File: src/rtl/mem_arbiter.sv
// Two-client (icache/dcache) arbiter in front of a single-ported RAM, with timeout abort and sticky error.
// Optional MEM_ARBITER_RR_EN: round-robin between simultaneous requests instead of fixed dcache priority.
module mem_arbiter #(
  parameter int unsigned TIMEOUT = 255
) (
  input  logic        CLK,
  input  logic        nRST,
  input  logic        iREN,
  input  logic [31:0] iaddr,
  output logic        iwait,
  output logic [31:0] iload,
  input  logic        dREN,
  input  logic        dWEN,
  input  logic [31:0] daddr,
  input  logic [31:0] dstore,
  output logic        dwait,
  output logic [31:0] dload,
  output logic        ramREN,
  output logic        ramWEN,
  output logic [31:0] ramaddr,
  output logic [31:0] ramstore,
  input  logic [31:0] ramload,
  input  logic [1:0]  ramstate,
  output logic        err
);

  localparam int unsigned CW         = (TIMEOUT < 2) ? 1 : $clog2(TIMEOUT);
  localparam logic [CW-1:0] CNT_LAST = CW'(TIMEOUT - 1);
  localparam logic [1:0]  RS_ACCESS  = 2'd2;
  localparam logic [1:0]  RS_ERROR   = 2'd3;
  localparam logic [31:0] ABORT_WORD = 32'hBAD1BAD1;

  typedef enum logic [1:0] {
    IDLE   = 2'd0,
    DSERVE = 2'd1,
    ISERVE = 2'd2
  } state_t;

  state_t        r_state;
  state_t        w_next;
  logic [CW-1:0] r_cnt;
  logic          r_err;

  logic w_dreq;
  logic w_ireq;
  logic w_req;
  logic w_ram_done;
  logic w_tmo;
  logic w_finish;
  logic w_abort;
  logic w_pick_i;

  assign w_dreq     = dREN | dWEN;
  assign w_ireq     = iREN;
  assign w_req      = (r_state == DSERVE) ? w_dreq :
                      (r_state == ISERVE) ? w_ireq : 1'b0;
  assign w_ram_done = (ramstate == RS_ACCESS) || (ramstate == RS_ERROR);
  assign w_tmo      = (r_cnt == CNT_LAST);
  // A real RAM completion on the last allowed cycle wins over the abort.
  assign w_finish   = w_req & (w_ram_done | w_tmo);
  assign w_abort    = w_req & ~w_ram_done & w_tmo;

`ifdef MEM_ARBITER_RR_EN
  logic r_last_d;

  assign w_pick_i = w_ireq & (~w_dreq | r_last_d);

  // Remember which side took the most recent grant.
  always_ff @(posedge CLK or negedge nRST) begin
    if (!nRST) begin
      r_last_d <= 1'b0;
    end else if ((r_state == IDLE) && (w_next == DSERVE)) begin
      r_last_d <= 1'b1;
    end else if ((r_state == IDLE) && (w_next == ISERVE)) begin
      r_last_d <= 1'b0;
    end else begin
      r_last_d <= r_last_d;
    end
  end
`else
  assign w_pick_i = w_ireq & ~w_dreq;
`endif

  // State register.
  always_ff @(posedge CLK or negedge nRST) begin
    if (!nRST) begin
      r_state <= IDLE;
    end else begin
      r_state <= w_next;
    end
  end

  // Next-state: arbitrate in IDLE, leave a serve state on completion, abort or withdrawal.
  always_comb begin
    w_next = r_state;
    case (r_state)
      IDLE: begin
        if (w_dreq && !w_pick_i) begin
          w_next = DSERVE;
        end else if (w_pick_i) begin
          w_next = ISERVE;
        end else begin
          w_next = IDLE;
        end
      end
      DSERVE, ISERVE: begin
        if (!w_req || w_finish) begin
          w_next = IDLE;
        end else begin
          w_next = r_state;
        end
      end
      default: w_next = IDLE;
    endcase
  end

  // Outputs: route the granted client to the RAM and pulse its wait low on completion.
  always_comb begin
    iwait    = 1'b1;
    dwait    = 1'b1;
    ramREN   = 1'b0;
    ramWEN   = 1'b0;
    ramaddr  = 32'h0000_0000;
    ramstore = 32'h0000_0000;
    iload    = ramload;
    dload    = ramload;
    case (r_state)
      DSERVE: begin
        ramaddr  = daddr;
        ramstore = dstore;
        ramWEN   = dWEN;
        ramREN   = dREN & ~dWEN;
        dwait    = ~w_finish;
        if (w_abort) begin
          dload = ABORT_WORD;
        end else begin
          dload = ramload;
        end
      end
      ISERVE: begin
        ramaddr = iaddr;
        ramREN  = iREN;
        iwait   = ~w_finish;
        if (w_abort) begin
          iload = ABORT_WORD;
        end else begin
          iload = ramload;
        end
      end
      default: begin
        iwait = 1'b1;
        dwait = 1'b1;
      end
    endcase
  end

  // Serve-cycle counter; held at zero in IDLE so each grant starts a fresh count.
  always_ff @(posedge CLK or negedge nRST) begin
    if (!nRST) begin
      r_cnt <= '0;
    end else if (r_state == IDLE) begin
      r_cnt <= '0;
    end else if (w_tmo) begin
      r_cnt <= r_cnt;
    end else begin
      r_cnt <= r_cnt + CW'(1);
    end
  end

  // Sticky error: RAM ERROR or timeout abort on a live request.
  always_ff @(posedge CLK or negedge nRST) begin
    if (!nRST) begin
      r_err <= 1'b0;
    end else if (w_req && ((ramstate == RS_ERROR) || w_abort)) begin
      r_err <= 1'b1;
    end else begin
      r_err <= r_err;
    end
  end

  assign err = r_err;

endmodule

File: config.mk
export PLATFORM = sky130hd
export DESIGN_NAME = mem_arbiter
export DESIGN_NICKNAME = d
export VERILOG_FILES = /design/src/rtl/mem_arbiter.sv
export SDC_FILE = /design/constraint.sdc
export NUM_CORES = 1
export LEC_CHECK = 0
export CAP_MARGIN = 0
export CORE_AREA = 2 2 105 107
export CTS_CLUSTER_SIZE = 25
export DETAILED_ROUTE_END_ITERATION = 8
export DIE_AREA = 0 0 107 109
export PLACE_DENSITY = 0.68
export SLEW_MARGIN = 40
export SYNTH_ARGS = -nofsm -noshare
export SYNTH_HDL_FRONTEND = slang
export SYNTH_SLANG_ARGS = --single-unit
File: constraint.sdc
create_clock -name CLK -period 2.55 [get_ports CLK]
set_clock_uncertainty 0.05 [all_clocks]
set_input_delay 0.255 -clock CLK [delete_from_list [all_inputs] [get_ports CLK]]
set_output_delay 0.255 -clock CLK [all_outputs]
set_load 0.1 [all_outputs]
==> Yosys cells after proc, flatten, opt, wreduce, memory -nomap -nowiden <==
Index checks and enable logic that the tools add are counted.
{ "totals": {"ff_bits": 11, "in_bits": 135, "out_inout_bits": 133, "elab_cells": 48} }
{ "classes": {"add_sub_neg": 1, "eq_ne": 7, "muxes": 17, "bitwise": 11, "n_reduce_logical": 9} }
{ "op_table": {"columns": ["cell", "n"], "rows": [
  ["2-to-1 mux 32 bit", 4],
  ["case mux 32 bit (2 select lines)", 1],
  ["2-to-1 mux 8 bit", 2],
  ["adder 8 x 1 -> 8 bit (second input constant)", 1],
  ["equality test 8 bit (second input constant)", 1],
  ["equality test 2 bit (second input constant)", 3],
  ["2-to-1 mux 2 bit", 3],
  ["AND 1 bit", 5],
  ["2-to-1 mux 1 bit", 5],
  ["NOT 1 bit", 4],
  ["case mux 2 bit (2 select lines)", 1],
  ["logical OR 1 bit", 3],
  ["equality test 2 x 1 -> 1 bit (second input constant)", 1],
  ["logical AND 1 bit", 2],
  ["zero test 1 bit", 2],
  ["zero test 2 bit", 1],
  ["!= test 2 x 1 -> 1 bit (second input constant)", 1],
  ["!= test 2 bit (second input constant)", 1],
  ["OR 1 bit", 2],
  ["case mux 1 bit (2 select lines)", 1],
  ["OR reduction 2 bit", 1]
]} }

==> Depth between registers and ports, before layout <==
Gate-level depths: netlist of run 1.
{ "logic_depth": {"depth_word": 7, "mapped_depth": 8, "mapped_depth_nobuf": 6} }

==> Worst setup path after synthesis of run 1 <==
No wires, ideal clock.
{ "synth_timing": {"path_type": "register to output", "startpoint": "register r_cnt[0]", "endpoint": "output port iwait", "arrival_time_ns": 2.559, "t_required_ns": 2.245, "path_slack_ns": -0.314, "path_stages_with_launch": 7, "path_buffers": 1, "path_cell_list": "dfrtp_1 inv_1 ha_1 and3_1 and2_4 buf_6 o211ai_1"} }
{ "synth_via": {"elab_chain_len": 5} }
{ "synth_rtl": {"columns": ["element", "line", "text"], "rows": [
  ["start: declaration", "41", "logic [CW-1:0] r_cnt;"],
  ["start signal: assignment", "164", "r_cnt <= r_cnt;"],
  ["start signal: assignment", "166", "r_cnt <= r_cnt + CW'(1);"],
  ["equality test 8 bit", "58", "assign w_tmo = (r_cnt == CNT_LAST);"],
  ["OR 1 bit", "60", "assign w_finish = w_req & (w_ram_done | w_tmo);"],
  ["AND 1 bit", "60", null],
  ["NOT 1 bit", "143", "iwait = ~w_finish;"],
  ["2-to-1 mux 1 bit", "127", "case (r_state)"],
  ["end: declaration", "10", "output logic iwait,"]
]} }
No other way between the ends.

==> Final worst setup path of run 1 <==
{ "layout_timing": {"startpoint": "register r_state[1]", "endpoint": "output port dload[8]"} }
{ "layout_via": {"elab_chain_len": 7, "elab_cells_between_ends": 8, "cone_classes": "eq/ne (2); mux (4); bitwise (2)"} }
{ "layout_rtl": {"columns": ["element", "line", "text"], "rows": [
  ["start: declaration", "39", "state_t r_state;"],
  ["start signal: assignment", "89", "r_state <= w_next;"],
  ["equality test 2 bit", "56", "(r_state == ISERVE) ? w_ireq : 1'b0;"],
  ["2-to-1 mux 1 bit", "56", null],
  ["2-to-1 mux 1 bit", "55", "assign w_req = (r_state == DSERVE) ? w_dreq :"],
  ["AND 1 bit (2 in a row)", "61", "assign w_abort = w_req & ~w_ram_done & w_tmo;"],
  ["2-to-1 mux 32 bit", "134", "if (w_abort) begin"],
  ["2-to-1 mux 32 bit *", "127", null],
  ["end: declaration", "17", "output logic [31:0] dload,"]
]} }
Mark *: on every way between the ends. The rest lies on a longest branch, timed or not.

==> key figures, run 1 <==
GRT
  – Met2 capacity usage during global routing: 34.7%
  – Met1 Track Usage GR: between 10% and 20%
  – Pin count of the biggest net entering global routing: 65
  – Most congested layer reported by global routing: met2
  – Via count of the first global-routing pass: 2836
  – Number of antenna violations at the first check in global routing: 0
  – Aggregate global-route resource usage: 17.3%
  – GR Util met3: under 10%
  – Leftover overflow at the end of global routing: 0
  – Wire length of the first global-routing pass: ~16 mm

STA
  – Sum of negative setup slack: 0 ns
  – Headroom to the max-slew limit: roughly 64%
  – Final-report setup violation count: 0
  – Final Hold Viols: 0
  – Fmax: ~420 MHz
  – RSZ-0062 raised after global routing: no
  – Hold Slack: ~0.31 ns
  – Share of the cycle needed by the critical path after routing: a little over nine tenths
  – Clock period minus worst slack: between 2 and 2.5 ns
  – Least-Margin Pin Slew: roughly 0.53 ns
  – Final count of pins violating max slew: 0

Placed design
  – Number of buffers inserted by port buffering: ~270
  – Total cell area at the placement stage: a little over 6000 µm²
  – Routability congestion estimate: between 0.7 and 0.8
  – Post-DP HPWL: 9.38 mm

Die
  – Die height: 109 µm
  – Row cnt: 38
  – Boundary pin count: 268
  – Die Footprint: 11700 µm²
  – Width of the die: between 100 and 150 µm
  – Placeable core region: around 11000 µm²
  – Initial cell density of the core: around 18%

Critical path
  – Worst EP arrival: 2.09 ns
  – Required time of the critical path: between 2 and 2.5 ns
  – Kind of end point of the critical path: primary output
  – Startpoint-to-endpoint class of the critical path: reg -> out
  – Maximum fanout encountered on the critical timing path: 8
  – Largest incremental delay on the critical path: ~0.37 ns
  – Critical Path Source Type: flip-flop
  – Critical-path top delay cell: sky130_fd_sc_hd__dfrtp_1
  – CP cell instances: inv_1 > ha_4 > o21ai_1 > a21oi_2 > buf_4 > buf_4 > nand3_4 > and2_4 > buf_12
  – Most common cell type on the critical path: sky130_fd_sc_hd__buf_4

Clock network
  – Number of clock sinks: 11
  – Hold buffer count at cts: 0
  – TritonCTS clock tree: yes
  – Register clock-pin slew on the reported worst setup and hold paths: 0.05 ns
  – CTS Buf Count: 3
  – Clock Root Buffer: sky130_fd_sc_hd__clkbuf_8
  – H-tree level count: 1
  – Source-to-sink clock delay at the later pin of the worst-skew pair: ~0.25 ns
  – Maximum root-to-sink buffer count: 2

Power
  – Total power per unit cell area: about 940 nW/µm²
  – Leakage power total: around 0.0025 µW
  – Maximum VDD drop: 657 µV

Route
  – Vias/cell: about 4.3
  – Residual antenna-violating net count after detailed routing: 0
  – Remaining DRCs: 0
  – Number of optimization iterations in the first detailed-route pass: 4
  – Violation count after the first detailed-route iteration: ~130
  – Post-Route WL: ~11 mm
  – Wirelength per Cell: ~17 µm
  – Via Count: between 2000 and 3000

Layout
  – Layout net count: 657
  – Antenna diode count: 0
  – Synthesis-to-layout area growth: 224%
  – Cell area after layout: 6210 µm²
  – Layout cell share with drive strength beyond 1: roughly two fifths
  – Fill cell instance count of the final layout: approximately 870

Synth
  – Mapped Nets: slightly below 400
  – Number of synthesized register bits: 11
  – Number of distinct library cells after synthesis: 34
  – Number of synthesis warnings: 0
  – Syn Inst Count: 257
  – Seq/Total Area, Yosys: ~14%
  – Mean instance size in the synthesized netlist: 7.45 µm²
  – Post-synthesis instance area: about 1900 µm²

Run status
  – Status: finished, final reports clean

Job
  – Max-Cap Viols: 0

Min path
  – Classification of the worst-slack hold path: in -> async
## layout make-up
type                            count  area [µm²]  area share, %
Inverter                            5        18.8          0.302
Sequential cell                    11         275           4.43
Clock buffer                        4        45.0          0.726
Multi-Input combinational cell    221        1640           26.4
Tap cell                          140         175           2.82
Timing Repair Buffer              275        4050           65.3
## path summary, 6_finish.rpt
path	start	end	slack, ns	depth (start not counted)
max	r_state[1]	dload[8]	0.15	9
min	nRST	r_state[0]	0.31	1
max reg2reg	r_state[1]	r_state[1]	0.66	8
min reg2reg	err	err	0.41	1
max in group asynchronous	nRST	r_cnt[3]	1.79	1
min in group CLK	err	err	0.41	1
## cells in the mapped netlist, drive strengths merged
| cell | instances | area (µm²) |
|---|---|---|
| o21bai | 2 | 15.0 |
| clkbuf | 10 | 37.5 |
| nand2b | 36 | 225 |
| and4 | 1 | 11.3 |
| o21ai | 5 | 25.0 |
| a311oi | 1 | 8.76 |
| nand2 | 8 | 30.0 |
| xnor2 | 2 | 17.5 |
| and2 | 63 | 432 |
| nand4 | 1 | 6.26 |
| a31oi | 3 | 18.8 |
| o211ai | 1 | 7.51 |
| buf | 13 | 93.8 |
| a2111oi | 1 | 15.0 |
| mux2i | 3 | 30.0 |
| a22oi | 32 | 240 |
| a21oi | 1 | 8.76 |
| inv | 5 | 18.8 |
| and3 | 3 | 18.8 |
| nand3b | 1 | 7.51 |
| nand3 | 5 | 50.0 |
| nor2 | 8 | 30.0 |
| nor3 | 1 | 5.00 |
| nor2b | 32 | 200 |
| dfrtp | 11 | 275 |
| ha | 5 | 62.6 |
| a211oi | 1 | 7.51 |
| a21o | 1 | 7.51 |
| xor2 | 1 | 8.76 |
## power by group
| group | switching [µW] | internal, µW | total [µW] | leakage (µW) |
|---|---|---|---|---|
| clock network | 74.2 | 110 | 185 | 0.0000228 |
| registers | 30.9 | 203 | 233 | 0.000144 |
| logic | 3470 | 1930 | 5400 | 0.00235 |
| total | 3570 | 2240 | 5820 | 0.00252 |
## routing by layer
metal  vias to the layer above  routed length [µm]
li1                       1379                   -
met1                      1247                3590
met2                       171                6280
met3                        11                1010
met4                         0                 139
met5                         -                   0
## kinds of logic (layout without fill, tap and decap cells)
group                      count (synthesis)  after routing  synth area share (%)
and+or+nand+nor                          159            162                  53.1
AOI/OAI and AO/OA                         48             48                  18.5
muxes                                      3              3                  1.57
buffers and inverters                     28            284                  7.84
DFF                                       11             11                  14.4
adders and majority gates                  5              5                  3.27
xor gates and xnor gates                   3              3                  1.37
## metrics by stage
stage,util [%],power (µW),cells,setup WS [ns]
5_1_grt,58.5,5990,656,0.00410
3_3_place_gp,57.2,5550,645,0.111
2_1_floorplan,-,3570,257,-0.266
6_report,58.5,5820,656,0.155
3_5_place_dp,57.2,5600,645,0.0264
4_1_cts,58.4,5850,655,0.0614
## flip-flops by register name, indices dropped and copies added (netlist names)
signal / flops
err: 1
r_state: 2
r_cnt: 8
## timing repair
item,4_1_cts,5_1_grt
resized for setup,4,1
cloned,2,1
buffers inserted,4,0
endpoints found under the setup margin,64,16
pin swaps,4,1
## cell usage in the layout, fill, tap and decap left out, types with 2 or more instances in the layout
cell	synthesis	final
sky130_fd_sc_hd__xnor2_1	2	2
sky130_fd_sc_hd__mux2i_1	3	3
sky130_fd_sc_hd__o21ai_0	5	4
sky130_fd_sc_hd__nand3_1	3	3
sky130_fd_sc_hd__dfrtp_1	11	11
sky130_fd_sc_hd__nand2_1	8	8
sky130_fd_sc_hd__ha_1	5	3
sky130_fd_sc_hd__buf_4	1	9
sky130_fd_sc_hd__nand2b_1	36	36
sky130_fd_sc_hd__nor2_1	8	8
sky130_fd_sc_hd__and2_1	48	48
sky130_fd_sc_hd__nor2b_2	0	32
sky130_fd_sc_hd__clkdlybuf4s50_1	0	134
sky130_fd_sc_hd__clkbuf_8	0	3
sky130_fd_sc_hd__a31oi_1	3	3
sky130_fd_sc_hd__and3_1	3	2
sky130_fd_sc_hd__buf_12	0	132
sky130_fd_sc_hd__nand3_4	2	5
sky130_fd_sc_hd__and2_4	15	15
sky130_fd_sc_hd__inv_1	5	4
sky130_fd_sc_hd__a22oi_1	32	32
sky130_fd_sc_hd__o21bai_1	2	2
## critical path, delay by kind of cell, from the launching register on
| kind | cells | cell delay, ns |
|---|---|---|
| flip-flops | 1 | 0.37 |
| AO/OA/AOI/OAI | 2 | 0.29 |
| adder cells (fa/ha/maj) | 1 | 0.18 |
| AND/OR/NAND/NOR | 2 | 0.35 |
| buffers and inverters | 4 | 0.65 |
Power figures use the tool's default switching activity.
==> inputs of run 2 (changes only) <==
--- a/config.mk
+++ b/config.mk
@@ -5,12 +5,13 @@
 export SDC_FILE = /design/constraint.sdc
 export NUM_CORES = 1
 export LEC_CHECK = 0
+export ABC_AREA = 1
 export CAP_MARGIN = 0
-export CORE_AREA = 2 2 105 107
+export CORE_AREA = 2 2 104 106
 export CTS_CLUSTER_SIZE = 25
 export DETAILED_ROUTE_END_ITERATION = 8
-export DIE_AREA = 0 0 107 109
-export PLACE_DENSITY = 0.68
+export DIE_AREA = 0 0 106 108
+export PLACE_DENSITY = 0.7
 export SLEW_MARGIN = 40
 export SYNTH_ARGS = -nofsm -noshare
 export SYNTH_HDL_FRONTEND = slang
==> run 2 against run 1 <==
  * Critical path depth shrank 2
  * Routed wire length is 3.7% lower
  * Area after synthesis up 3.9%
  * Maximum frequency shrank 1.7%
  * Critical endpoint is now dload[13]
==> key figures, run 2 <==
Placed design
  – Routability congestion estimate: ~0.80
  – Post-DP HPWL: between 9 and 10 mm
  – Cell count after placement: 780
  – Number of buffers inserted by port buffering: around 270
  – Worst slack at placement: a little under 0.3 ns

GRT
  – Via count of the first global-routing pass: 3439
  – Number of antenna violations at the first check in global routing: 0
  – Leftover overflow at the end of global routing: 0
  – Wire length of the first global-routing pass: approximately 17 mm
  – Aggregate global-route resource usage: 17.8%
  – Pin count of the biggest net entering global routing: 37

Synth
  – Number of synthesis warnings: 0
  – Mapped Nets: 533
  – Share of the synthesized area in the top cell type: a little over a third
  – Post-synthesis instance area: approximately 2000 µm²
  – Syn Inst Count: 393
  – Main flop type after synthesis: sky130_fd_sc_hd__dfrtp_1
  – Top area cells in the synthesized netlist: sky130_fd_sc_hd__nand2_1 (35%), sky130_fd_sc_hd__dfrtp_1 (14%), sky130_fd_sc_hd__inv_1 (10%)
  – Seq/Total Area, Yosys: between 10% and 20%
  – Number of distinct library cells after synthesis: 28
  – Synth top cells by count: sky130_fd_sc_hd__nand2_1 (187), sky130_fd_sc_hd__inv_1 (55), sky130_fd_sc_hd__a21oi_1 (37), sky130_fd_sc_hd__inv_2 (37), sky130_fd_sc_hd__dfrtp_1 (11)
  – Async set-reset flop share out of synthesis: 100%
  – Number of enable flip-flop cells after synthesis: 0
  – Mean instance size in the synthesized netlist: 5.06 µm²
  – Cell with the most instances after synthesis: sky130_fd_sc_hd__nand2_1
  – Number of synthesized register bits: 11
  – Top cell type by total area after synthesis: sky130_fd_sc_hd__nand2_1

Critical path
  – Register-to-register path setup slack: between 0.6 and 0.7 ns
  – Number of cells on the worst reg-to-reg path: 8
  – Critical Path Sink: dload[13]
  – Maximum fanout encountered on the critical timing path: 32
  – Endpoint of the lowest-slack register-to-register path: r_state[1]
  – Critical Path Source Type: flip-flop
  – Source of the critical timing path: r_state[0]
  – Kind of end point of the critical path: primary output
  – Critical register-to-register path startpoint: r_state[0]
  – Startpoint-to-endpoint class of the critical path: reg -> out
  – Required time of the critical path: 2.25 ns
  – Worst EP arrival: approximately 2.1 ns

Route
  – Wirelength per Cell: between 10 and 15 µm
  – DR WL met3: 1.07 mm
  – Number of optimization iterations in the first detailed-route pass: 5
  – Residual antenna-violating net count after detailed routing: 0
  – Top Layer Used: met4
  – Violation count after the first detailed-route iteration: 208
  – Remaining DRCs: 0
  – Post-Route WL: approximately 11 mm
  – Met2 wire length: 5.64 mm
  – Via Count: 3314
  – Routed length on met1: 3.60 mm
  – Vias/cell: 4.23

STA
  – Headroom to the max-slew limit: about three fifths
  – RSZ-0062 raised after global routing: yes
  – Final worst slack: 0.113 ns
  – Final count of pins violating max slew: 0
  – Fmax: roughly 400 MHz
  – Share of the cycle needed by the critical path after routing: approximately 96%
  – Hold Slack: approximately 0.30 ns
  – Clock period minus worst slack: between 2 and 2.5 ns
  – Final-report setup violation count: 0
  – Least-Margin Pin Slew: 0.577 ns
  – Final Hold Viols: 0

Clock network
  – Number of clock sinks: 11
  – CTS Buf Count: 3
  – Maximum root-to-sink buffer count: 2
  – Register clock-pin slew on the reported worst setup and hold paths: about 0.05 ns
  – Clock Root Buffer: sky130_fd_sc_hd__clkbuf_8
  – Hold buffer count at cts: 0
  – TritonCTS clock tree: yes
  – Source-to-sink clock delay at the later pin of the worst-skew pair: roughly 0.24 ns
  – Postcts setup bufs: 0
  – H-tree level count: 1

Layout
  – Synthesis-to-layout area growth: 209%
  – Antenna diode count: 0
  – Layout cell share with drive strength beyond 1: between 30% and 40%
  – Largest reg by FF count: r_cnt
  – Commonest non-fill, non-tap cell in the layout: sky130_fd_sc_hd__nand2_1
  – Final std cells w/o fill: roughly 780
  – Layout net count: slightly below 800
  – Most frequent cells in the layout: sky130_fd_sc_hd__nand2_1 (187), sky130_fd_sc_hd__clkdlybuf4s50_1 (134), sky130_fd_sc_hd__buf_12 (132)
  – Max reg flops: 8
  – Fill cell instance count of the final layout: slightly below 900

Die
  – Die height: between 100 and 150 µm
  – Initial cell density of the core: 19.4%
  – Boundary pin count: ~270
  – Die Footprint: 11400 µm²
  – Width of the die: around 110 µm
  – Row cnt: 37
  – Placeable core region: 10200 µm²

Min path
  – Classification of the worst-slack hold path: in -> async

Power
  – Maximum VDD drop: around 810 µV
  – Leakage power total: 0.00306 µW
  – Total power per unit cell area: 915 nW/µm²
  – Post-layout total power: roughly 5600 µW

Run status
  – Status: finished, final reports clean

Job
  – Max-Cap Viols: 0
==> run 2: cell type report <==
type                       count  area (µm²)  area share [%]
clock buffer                   3        41.3           0.672
clock inverter                 1        5.00          0.0814
inverter                      93         349            5.68
multi-input combinational    268        1270            20.7
sequential                    11         275            4.48
tap                          136         170            2.77
timing repair buffer         272        4030            65.6
==> run 2: worst min-delay path by stage <==
stage / from / end / slack (ns) / depth (start not counted)
global route: nRST / err / 0.33 / 1
global placement: err / err / 0.41 / 1
detailed placement: err / err / 0.42 / 1
finish: nRST / err / 0.30 / 1
floorplan: nRST / err / -0.09 / 0
CTS: nRST / err / 0.32 / 1
==> run 2: through the flow <==
| step | utilization (%) | instance area, µm² | setup TNS (ns) |
|---|---|---|---|
| after global routing | 60.1 | 6140 | -1.58 |
| after detailed placement | 59.6 | 6100 | 0 |
| final | 60.1 | 6140 | 0 |
| after global placement | 59.6 | 6100 | 0 |
| after floorplan | - | 2040 | -4.25 |
| after CTS | 60.0 | 6140 | 0 |
==> run 2: critical path: stages, from the launching register on <==
cell,delay [ns]
sky130_fd_sc_hd__dfrtp_1,0.40
sky130_fd_sc_hd__inv_1,0.09
sky130_fd_sc_hd__ha_2,0.25
sky130_fd_sc_hd__nand3_2,0.14
sky130_fd_sc_hd__nand2_4,0.13
sky130_fd_sc_hd__nand4_4,0.39
sky130_fd_sc_hd__nand2_1,0.28
sky130_fd_sc_hd__buf_12,0.20
==> run 2: cells by family after synthesis <==
| logic type | after synthesis | share of synthesized area, % |
|---|---|---|
| fa+ha+maj | 5 | 3.15 |
| simple gates | 218 | 46.3 |
| flops | 11 | 13.8 |
| compound gates | 45 | 12.0 |
| buf+inv | 114 | 24.7 |
==> run 2: timing repair <==
item	in CTS	in global routing
setup endpoints to repair	0	64
resized for setup	0	1
endpoints found under the hold margin	0	0
==> run 2: where the power goes <==
| part | switching (µW) | internal, µW |
|---|---|---|
| Sequential | 26.9 | 201 |
| Combinational | 3530 | 1700 |
| Clock | 66.3 | 107 |
==> run 2: per-layer routing <==
metal	vias up	global-route usage (%)
li1	1650	-
met1	1452	17.9
met2	194	34.9
met3	18	5.49
met4	0	5.92
met5	-	0
